`src/rtl/image_row_reader_if.sv`:
```
// Sprite row-reader bus: raster position, sprite placement, ROM row port
// and the registered colour outputs toward the DAC mux.
interface image_row_reader_if #(
    parameter int IMG_W = 40
);
    logic                  pixel_tick;
    logic                  video_on;
    logic [9:0]            pixel_x;
    logic [9:0]            pixel_y;
    logic [9:0]            sprite_x;
    logic [9:0]            sprite_y;
    logic [12*IMG_W-1:0]   rom_rgb;
    logic [4:0]            rom_row;
    logic [11:0]           rgb_out;
    logic                  sprite_on;
    logic                  busy;

    // Sync counters / ROM side
    modport master (
        output pixel_tick, video_on, pixel_x, pixel_y, sprite_x, sprite_y, rom_rgb,
        input  rom_row, rgb_out, sprite_on, busy
    );

    // Row reader side
    modport slave (
        input  pixel_tick, video_on, pixel_x, pixel_y, sprite_x, sprite_y, rom_rgb,
        output rom_row, rgb_out, sprite_on, busy
    );
endinterface

```
`src/rtl/image_row_reader.sv`:
```
// Image row reader: fetches one ROM row per scan line and shifts it out as a
// sprite, one 12-bit pixel per pixel tick, with integer scaling and a
// transparent key colour. All state advances only on pixel_tick.
module image_row_reader #(
    parameter int          IMG_W       = 40,
    parameter int          IMG_H       = 30,
    parameter int          SCALE_LOG2  = 0,
    parameter logic [11:0] TRANSPARENT = 12'hFFF,
    parameter logic [11:0] BG_COLOR    = 12'h000
) (
    input  logic          clk,
    input  logic          reset,
    image_row_reader_if.slave bus
);
    localparam int S        = 1 << SCALE_LOG2;
    localparam int ROW_BITS = 12 * IMG_W;
    localparam int CW       = (IMG_W > 1) ? $clog2(IMG_W + 1) : 1;
    localparam int RW       = (SCALE_LOG2 > 0) ? SCALE_LOG2 : 1;

    localparam logic [9:0]    SPR_H    = 10'(IMG_H * S);
    localparam logic [CW-1:0] LAST_COL = CW'(IMG_W - 1);
    localparam logic [RW-1:0] LAST_REP = RW'(S - 1);

    typedef enum logic {IDLE, SHIFT} state_t;

    state_t              state, state_n;
    logic [ROW_BITS-1:0] sreg, sreg_n, cur_sreg;
    logic [CW-1:0]       col_cnt, col_n, cur_col;
    logic [RW-1:0]       rep_cnt, rep_n, cur_rep;
    logic                line_hit;
    logic [4:0]          rom_row_q;
    logic [11:0]         rgb_q;
    logic                sprite_on_q, busy_q;
    logic [9:0]          rel_x, rel_y;
    logic                start, rep_done, pix_vld;
    logic [11:0]         pix;

    assign rel_x = bus.pixel_x - bus.sprite_x;
    assign rel_y = bus.pixel_y - bus.sprite_y;

    // line_hit seen on the pixel_x == 0 tick still belongs to the previous
    // line, so a left edge at column 0 must never start a load.
    assign start = bus.video_on && line_hit && (rel_x == 10'd0) && (bus.pixel_x != 10'd0);

    assign bus.rom_row   = rom_row_q;
    assign bus.rgb_out   = rgb_q;
    assign bus.sprite_on = sprite_on_q;
    assign bus.busy      = busy_q;

    // Next-state and shift datapath; the load tick is treated as the first
    // SHIFT tick with a fresh row word and zeroed counters.
    always_comb begin
        state_n  = state;
        sreg_n   = sreg;
        col_n    = col_cnt;
        rep_n    = rep_cnt;
        pix_vld  = 1'b0;
        cur_sreg = sreg;
        cur_col  = col_cnt;
        cur_rep  = rep_cnt;
        if (state == IDLE) begin
            cur_sreg = bus.rom_rgb;
            cur_col  = '0;
            cur_rep  = '0;
        end
        pix      = cur_sreg[ROW_BITS-1 -: 12];
        rep_done = (cur_rep == LAST_REP);
        if (bus.pixel_tick) begin
            case (state)
                IDLE: begin
                    if (start) begin
                        state_n = SHIFT;
                        pix_vld = 1'b1;
                    end
                end
                SHIFT: begin
                    if (!bus.video_on) state_n = IDLE;   // right-edge clip
                    else               pix_vld = 1'b1;
                end
                default: state_n = IDLE;
            endcase
            if (pix_vld) begin
                if (rep_done) begin
                    sreg_n = cur_sreg << 12;
                    col_n  = cur_col + 1'b1;
                    rep_n  = '0;
                    if (cur_col == LAST_COL) state_n = IDLE;
                end else begin
                    sreg_n = cur_sreg;
                    col_n  = cur_col;
                    rep_n  = cur_rep + 1'b1;
                end
            end
        end
    end

    // FSM state register
    always_ff @(posedge clk or posedge reset) begin
        if (reset) state <= IDLE;
        else       state <= state_n;
    end

    // Shift register and column/repeat counters
    always_ff @(posedge clk or posedge reset) begin
        if (reset) begin
            sreg    <= '0;
            col_cnt <= '0;
            rep_cnt <= '0;
        end else if (bus.pixel_tick) begin
            sreg    <= sreg_n;
            col_cnt <= col_n;
            rep_cnt <= rep_n;
        end
    end

    // Per-line row fetch at the start of each scan line
    always_ff @(posedge clk or posedge reset) begin
        if (reset) begin
            line_hit  <= 1'b0;
            rom_row_q <= '0;
        end else if (bus.pixel_tick && bus.pixel_x == 10'd0) begin
            line_hit <= (rel_y < SPR_H);
            if (rel_y < SPR_H) rom_row_q <= 5'(rel_y >> SCALE_LOG2);
        end
    end

    // Registered colour output with transparent-key substitution
    always_ff @(posedge clk or posedge reset) begin
        if (reset) begin
            rgb_q       <= BG_COLOR;
            sprite_on_q <= 1'b0;
            busy_q      <= 1'b0;
        end else if (bus.pixel_tick) begin
            if (pix_vld && pix != TRANSPARENT) begin
                rgb_q       <= pix;
                sprite_on_q <= 1'b1;
            end else begin
                rgb_q       <= BG_COLOR;
                sprite_on_q <= 1'b0;
            end
            busy_q <= (state_n == SHIFT);
        end
    end
endmodule
```
`src/flat_wrapper.sv`:
```
// flat-port wrapper written by rule: the top's interface ports become plain ports
module image_row_reader_flat 
#(
    parameter int          IMG_W       = 40,
    parameter int          IMG_H       = 30,
    parameter int          SCALE_LOG2  = 0,
    parameter logic [11:0] TRANSPARENT = 12'hFFF,
    parameter logic [11:0] BG_COLOR    = 12'h000
)
  (clk, reset, bus_pixel_tick, bus_video_on, bus_pixel_x, bus_pixel_y, bus_sprite_x, bus_sprite_y, bus_rom_rgb, bus_rom_row, bus_rgb_out, bus_sprite_on, bus_busy);
  image_row_reader_if #(.IMG_W(IMG_W)) bus_i ();
  input  logic clk;
  input  logic reset;
  input wire logic [$bits(bus_i.pixel_tick)-1:0] bus_pixel_tick;
  input wire logic [$bits(bus_i.video_on)-1:0] bus_video_on;
  input wire logic [$bits(bus_i.pixel_x)-1:0] bus_pixel_x;
  input wire logic [$bits(bus_i.pixel_y)-1:0] bus_pixel_y;
  input wire logic [$bits(bus_i.sprite_x)-1:0] bus_sprite_x;
  input wire logic [$bits(bus_i.sprite_y)-1:0] bus_sprite_y;
  input wire logic [$bits(bus_i.rom_rgb)-1:0] bus_rom_rgb;
  output wire logic [$bits(bus_i.rom_row)-1:0] bus_rom_row;
  output wire logic [$bits(bus_i.rgb_out)-1:0] bus_rgb_out;
  output wire logic [$bits(bus_i.sprite_on)-1:0] bus_sprite_on;
  output wire logic [$bits(bus_i.busy)-1:0] bus_busy;
  assign bus_i.pixel_tick = bus_pixel_tick;
  assign bus_i.video_on = bus_video_on;
  assign bus_i.pixel_x = bus_pixel_x;
  assign bus_i.pixel_y = bus_pixel_y;
  assign bus_i.sprite_x = bus_sprite_x;
  assign bus_i.sprite_y = bus_sprite_y;
  assign bus_i.rom_rgb = bus_rom_rgb;
  assign bus_rom_row = bus_i.rom_row;
  assign bus_rgb_out = bus_i.rgb_out;
  assign bus_sprite_on = bus_i.sprite_on;
  assign bus_busy = bus_i.busy;
  image_row_reader #(.IMG_W(IMG_W), .IMG_H(IMG_H), .SCALE_LOG2(SCALE_LOG2), .TRANSPARENT(TRANSPARENT), .BG_COLOR(BG_COLOR)) u_core (.clk(clk), .reset(reset), .bus(bus_i));
endmodule
```
`config.mk`:
```
export PLATFORM = sky130hd
export DESIGN_NAME = image_row_reader_flat
export DESIGN_NICKNAME = d
export VERILOG_FILES = /design/src/rtl/image_row_reader_if.sv /design/src/rtl/image_row_reader.sv /design/src/flat_wrapper.sv
export SDC_FILE = /design/constraint.sdc
export NUM_CORES = 1
export LEC_CHECK = 0
export CORE_MARGIN = 5
export CORE_UTILIZATION = 41
export CTS_BUF_LIST = sky130_fd_sc_hd__clkbuf_8
export CTS_CLUSTER_SIZE = 24
export DETAILED_ROUTE_END_ITERATION = 16
export PLACE_DENSITY = 0.79
export SETUP_SLACK_MARGIN = 0.5
export SYNTH_ARGS = -nofsm -noshare
export SYNTH_HDL_FRONTEND = slang
export SYNTH_SLANG_ARGS = --single-unit
```
`constraint.sdc`:
```
create_clock -name clk -period 50.8 [get_ports clk]
set_clock_uncertainty 0.15 [all_clocks]
set_input_delay 15.24 -clock clk [delete_from_list [all_inputs] [get_ports clk]]
set_output_delay 15.24 -clock clk [all_outputs]
set_load 0.01 [all_outputs]
```
==> results of run 1 <==
area by class of cell:
class                           instances  share of cell area [%]
Antenna cell                            5                  0.0405
Clock buffer                          103                    4.59
Clock inverter                         44                   0.839
Inverter                               57                   0.717
Multi-Input combinational cell       1578                    32.5
Sequential cell                       495                    40.1
Tap cell                              756                    3.06
Timing Repair Buffer                  559                    18.1
sequential cells by signal, indices dropped and copies added (netlist names):
signal / flops
u_core.bus.sprite_on: 1
u_core.sreg: 468
u_core.state: 1
u_core.bus.rgb_out: 12
u_core.col_cnt: 6
u_core.bus.rom_row: 5
u_core.bus.busy: 1
u_core.line_hit: 1
kinds of logic (layout without fill, tap and decap cells):
family / Yosys count / in the layout / share of synthesized area (%)
XOR/XNOR: 6 / 6 / 0.225
multiplexers: 477 / 477 / 20.4
other: 0 / 5 / 0
AND/OR/NAND/NOR: 542 / 542 / 9.25
flip-flops: 495 / 495 / 53.0
adder cells (fa/ha/maj): 20 / 20 / 1.10
buffers and inverters: 218 / 763 / 4.04
AO/OA/AOI/OAI: 533 / 533 / 12.0
cell usage in the layout (no fill, tap or decap), types with 3 or more instances in the layout:
cell type | Yosys | final
nor2b_1 | 5 | 5
clkinv_2 | 0 | 11
nor3_1 | 7 | 7
diode_2 | 0 | 5
nand3_1 | 20 | 20
nor2_1 | 467 | 467
nand4_1 | 6 | 6
a211oi_1 | 5 | 5
xor2_1 | 3 | 3
buf_12 | 0 | 3
o22ai_1 | 14 | 14
dfrtp_1 | 495 | 494
xnor2_1 | 3 | 3
nand2_1 | 15 | 15
clkdlybuf4s50_1 | 0 | 542
mux2_2 | 3 | 3
ha_1 | 19 | 19
and2_1 | 3 | 3
nor4_1 | 4 | 4
nand2b_1 | 4 | 4
or4_1 | 4 | 4
a21oi_1 | 468 | 468
mux2i_1 | 474 | 474
buf_4 | 2 | 14
o21ai_0 | 26 | 26
inv_1 | 57 | 81
clkbuf_8 | 0 | 103
routing by layer:
metal | part of all wire, % | wire length, um | up-vias
met2 | 49 | 35000 | 642
met4 | 2.8 | 1990 | 12
met1 | 40 | 28300 | 8958
met3 | 7.7 | 5430 | 127
met5 | 0.11 | 76 | -
li1 | - | - | 8952
how the worst max path moves through the flow:
stage                    startpoint                to  slack, ns  cells after the start
global placement    bus_sprite_x[1]   u_core.sreg[17]      29.55                     14
CTS                 bus_sprite_x[1]  u_core.sreg[194]      30.11                     14
detailed placement  bus_sprite_x[1]  u_core.sreg[194]      29.39                     14
global route        bus_sprite_x[7]  u_core.sreg[215]      29.52                     14
floorplan                     reset   u_core.bus.busy      21.59                      1
finish              bus_sprite_x[1]  u_core.sreg[194]      29.86                     14
power by group:
group / switching [mW] / total, mW / internal [mW] / leakage (nW)
Clock: 0.165 / 0.359 / 0.194 / 0.963
Combinational: 0.0689 / 0.154 / 0.0849 / 5.29
Sequential: 0.0498 / 0.520 / 0.470 / 6.21
Total: 0.284 / 1.03 / 0.749 / 12.5
synthesized netlist by cell type (all sizes together) (6+ instances only):
| cell type | n | area [um^2] |
|---|---|---|
| nor2 | 467 | 1750 |
| dfrtp | 495 | 12400 |
| nand4 | 6 | 37.5 |
| ha | 19 | 238 |
| nand2 | 15 | 56.3 |
| mux2i | 474 | 4740 |
| buf | 98 | 494 |
| o22ai | 14 | 87.6 |
| inv | 57 | 214 |
| nand3 | 20 | 100 |
| o21ai | 26 | 130 |
| clkbuf | 63 | 236 |
| a21oi | 468 | 2340 |
| nor3 | 7 | 35.0 |
==> results.yml, run 1 <==
synth:
  synth_fp_nets: 2835
  synth_area_per_cell_um2: 10.2
  synth-async-reset-ratio_pct: 100
  yosys_warnings: 0
  netlist_instances: 2291
  synth_area_um2: 23400
  synth_ff_type: "dfrtp_1"
  synth-edff-count: 0
  ys_seq_elements: 495
  synth_cell_types: 47
  ys_seq_area_share_pct: 53.0
global_routing:
  grtUsageMet2_pct: 37.3
  grt_pass1_vias: 19324
  gr-total-overflow: 0
  grt_util_all_layers_pct: 22.0
  gr-usage-met1_pct: 27.1
  antenna_found_initial: 9
  grt_max_degree: 256
  grtUsageMet3_pct: 6.53
  grt-busiest-layer: "met2"
  grt_pass1_wl_um: 109000
die:
  fp.coreArea_um2: 56500
  die_x_um: 249
  dieArea_um2: 61900
  die_h_um: 249
  ios: 543
  rows: 87
  initial_core_util_pct: 41.4
timing:
  worst_pin_slew_ns: 1.16
  hold_violations: 0
  fmax_mhz: 47.8
  finalSetupTns_ns: 0
  rsz0062_at_grt: "no"
  fin_ws_ns: 29.86
  setup_viol: 0
  slew_headroom_pct: 22.6
  finalCritPeriodShare_pct: 41.2
  final_max_slew_viol_count: 0
  period_minus_slack_ns: 20.94
  hold_slack_ns: 0.330
clocking:
  cts.sinks: 495
  post_cts_buffers: 0
  cts-root-buf: "clkbuf_8"
  cts-htree-levels: 3
  clkTransAtPathRegs_ns: 0.07
  cts_tree: "yes"
  cts_buffers: 85
  insertion_delay_ns: 0.66
  cts_max_path_buffers: 3
  holdBufCountCts: 0
  ctsResizeCount: 0
place:
  dp.final_hpwl_um: 51500
  placed_area_um2: 29200
  preCtsSetupSlack_ns: 29.39
  portBuffers: 542
  gp_congestion: 0.968
  place_inst: 3445
critical_path:
  r2r-start: "u_core.line_hit"
  worst_ep_arrival_time_ns: 21.35
  crit_path_end_kind: "flip-flop"
  worstPathCellList: "clkdlybuf4s50_1 -> inv_1 -> ha_1 -> nor2b_1 -> or3_1 -> a211o_1 -> a211o_1 -> o41ai_4 -> buf_4 -> buf_4 -> buf_12 -> buf_4 -> nor2_1 -> a21oi_1"
  crit_buf_inv: 6
  r2r-end: "u_core.sreg[194]"
  critPathMaxFanout: 230
  startpoint_type: "input port"
  worstSetupPathType: "input port to flip-flop"
  r2r_cells: 11
  cp_top_family: "buffers and inverters"
  rrSetupSlack_ns: 45.38
  crit_top_cell: "buf_4"
  max_stage_delay_ns: 0.93
  cp_slowest_cell: "buf_4"
  worstPathRequired_ns: 51.21
detailed_routing:
  drtAntennaViolNets: 0
  drc: 0
  first_pass_iters: 5
  routed_via_density: 5.20
  wl_um: 70800
  drt_iter0_markers: 1384
  num_vias: 18691
  drt-wirelength-per-cell_um: 19.7
finish:
  post-route-util_pct: 54.7
  stdcell_count: 3597
  multi_input_area_um2: 10000
  register_area_um2: 12400
  final_cell_area_um2: 30900
  areaGrowthSynthToFinish_pct: 32.1
  final_layout_size_suffix_gt1_share_pct: 5.22
  nets: 3320
  fill_cells: 4768
pwr:
  p_leak_nw: 12.5
  vdd_drop_max_uv: 27.9
  power_mw: 1.03
  p_per_area_nw_per_um2: 33.4
worst_hold_path:
  hold_class: "flip-flop to flip-flop"
  hp-start: "u_core.line_hit"
  holdPathEnd: "u_core.line_hit"
  whs_path_depth: 1
job:
  maxCapViolCount: 0
outcome:
  status: "finished clean"
No activity file was read; power rests on OpenSTA's default activity.
==> run 2: changes to the inputs <==
Clock period 50.8 ns to 21 ns, I/O delays scaled along.
==> results.yml, run 2 (synthesis results as in run 1) <==
detailed_routing:
  first_pass_iters: 5
  drc: 0
  drt-wirelength-per-cell_um: 19.7
  routed_via_density: 5.16
  drtAntennaViolNets: 0
  num_vias: 18637
  drt_iter0_markers: 1484
  wl_um: 71100
timing:
  rsz0062_at_grt: "no"
  worst_pin_slew_ns: 1.18
  hold_slack_ns: 0.362
  hold_violations: 0
  slew_headroom_pct: 21.0
  finalSetupTns_ns: 0
  fmax_mhz: 88.0
  final_max_slew_viol_count: 0
  fin_ws_ns: 9.64
  setup_viol: 0
  finalCritPeriodShare_pct: 54.1
  period_minus_slack_ns: 11.36
die:
  initial_core_util_pct: 41.4
  die_x_um: 249
  rows: 87
  fp.coreArea_um2: 56500
  dieArea_um2: 61900
  die_h_um: 249
  ios: 543
critical_path:
  worstSetupPathType: "input port to flip-flop"
  r2r-end: "u_core.bus.rgb_out[0]"
  max_stage_delay_ns: 0.89
  startpoint_type: "input port"
  r2r_cells: 7
  rrSetupSlack_ns: 16.04
  crit_path_end_kind: "flip-flop"
  critPathMaxFanout: 253
  worstPathRequired_ns: 21.40
  worst_ep_arrival_time_ns: 11.76
  r2r-start: "u_core.state"
  worstPathCellList: "clkdlybuf4s50_1 -> inv_1 -> ha_1 -> nor2b_1 -> or3_1 -> a211o_1 -> a211o_1 -> o41ai_4 -> buf_4 -> buf_4 -> buf_12 -> nand2_1 -> o22ai_1"
  cp_slowest_cell: "buf_4"
pwr:
  intPower_mw: 1.85
  clockPowerShare_pct: 36.0
  swShare_pct: 27.4
  power_frac_seq_pct: 49.3
  vdd_drop_max_uv: 60.0
  p_per_area_nw_per_um2: 82.0
  switching_power_mw: 0.697
  p_leak_nw: 12.5
  power_frac_comb_pct: 14.6
global_routing:
  grt_util_all_layers_pct: 22.1
  gr-total-overflow: 0
  grt_max_degree: 270
  grt_pass1_vias: 19446
  antenna_found_initial: 17
  grt_pass1_wl_um: 110000
outcome:
  status: "finished clean"
worst_hold_path:
  hold_class: "flip-flop to flip-flop"
  holdPathEnd: "u_core.line_hit"
  whs_path_depth: 1
  hp-start: "u_core.line_hit"
finish:
  regMostFlops: "u_core.sreg"
  areaGrowthSynthToFinish_pct: 32.8
  final_common_cell: "clkdlybuf4s50_1"
  final_layout_size_suffix_gt1_share_pct: 5.62
  largest_register_ffs: 468
  mostFrequentLayoutCells: "clkdlybuf4s50_1, dfrtp_1, mux2i_1"
  nets: 3320
place:
  portBuffers: 542
  dp.final_hpwl_um: 51600
  preCtsSetupSlack_ns: 9.02
  gp_congestion: 0.934
clocking:
  cts_tree: "yes"
  ctsResizeCount: 0
  cts-htree-levels: 3
  cts_max_path_buffers: 3
  clkTransAtPathRegs_ns: 0.07
  cts_buffers: 87
  insertion_delay_ns: 0.66
  post_cts_buffers: 0
  holdBufCountCts: 0
  cts-root-buf: "clkbuf_8"
  cts.sinks: 495
job:
  maxCapViolCount: 0
run 2: cell count changes in the layout (fill, tap and decap cells not counted):
| cell | before | now |
|---|---|---|
| clkinv_2 | 11 | 17 |
| clkbuf_8 | 103 | 108 |
| diode_2 | 5 | 10 |
| buf_4 | 14 | 10 |
| buf_12 | 3 | 5 |
| inv_8 | 1 | 3 |
| bufinv_16 | 2 | 3 |
run 2: cell type report:
type,instances,area [um^2]
Clock buffer,108,1490
Clock inverter,53,342
Fill cell,4780,25400
Tap cell,756,946
Timing Repair Buffer,557,5600
Sequential cell,495,12400
Inverter,57,221
Antenna cell,10,25.0
Multi-Input combinational cell,1578,10000
run 2: critical path: cells and delay by family:
kind / cells / cell delay (ns)
buffers and inverters: 5 / 2.86
AOI/OAI and AO/OA: 4 / 1.17
adders and majority gates: 1 / 0.33
and+or+nand+nor: 3 / 0.99
run 2: how the worst max path moves through the flow:
stage / from / end / slack [ns] / depth (start not counted)
after floorplan: reset / u_core.bus.busy / 0.73 / 1
after global placement: bus_sprite_x[1] / u_core.bus.rgb_out[0] / 9.12 / 13
after detailed placement: bus_sprite_x[1] / u_core.bus.rgb_out[0] / 9.02 / 13
after CTS: bus_sprite_x[1] / u_core.bus.rgb_out[0] / 9.75 / 13
after global routing: bus_sprite_x[1] / u_core.bus.rgb_out[9] / 9.20 / 13
final: bus_sprite_x[1] / u_core.bus.rgb_out[0] / 9.64 / 13
run 2: power by group through the flow:
stage | Clock (mW) | Combinational (mW) | Sequential, mW
floorplan | 0 | 0.219 | 1.23
CTS | 0.941 | 0.377 | 1.25
finish | 0.918 | 0.372 | 1.26
global route | 0.984 | 0.422 | 1.28
detailed placement | 0 | 0.374 | 1.27
global placement | 0 | 0.356 | 1.26
run 2: through the flow:
stage | power [mW] | cells | cell area, um^2 | util [%]
6_report | 2.55 | 3614 | 31100 | 55.0
5_1_grt | 2.68 | 3611 | 31100 | 55.0
4_1_cts | 2.57 | 3604 | 31000 | 54.9
3_5_place_dp | 1.64 | 3443 | 29200 | 51.7
3_3_place_gp | 1.62 | 3443 | 29200 | 51.7
2_1_floorplan | 1.45 | 2291 | 23400 | -
run 2: per-layer routing:
metal | GRT usage [%] | share of wire, %
met5 | 0 | 0.11
met4 | 6.45 | 2.1
met3 | 7.09 | 7.6
met2 | 38.0 | 50
met1 | 26.8 | 40
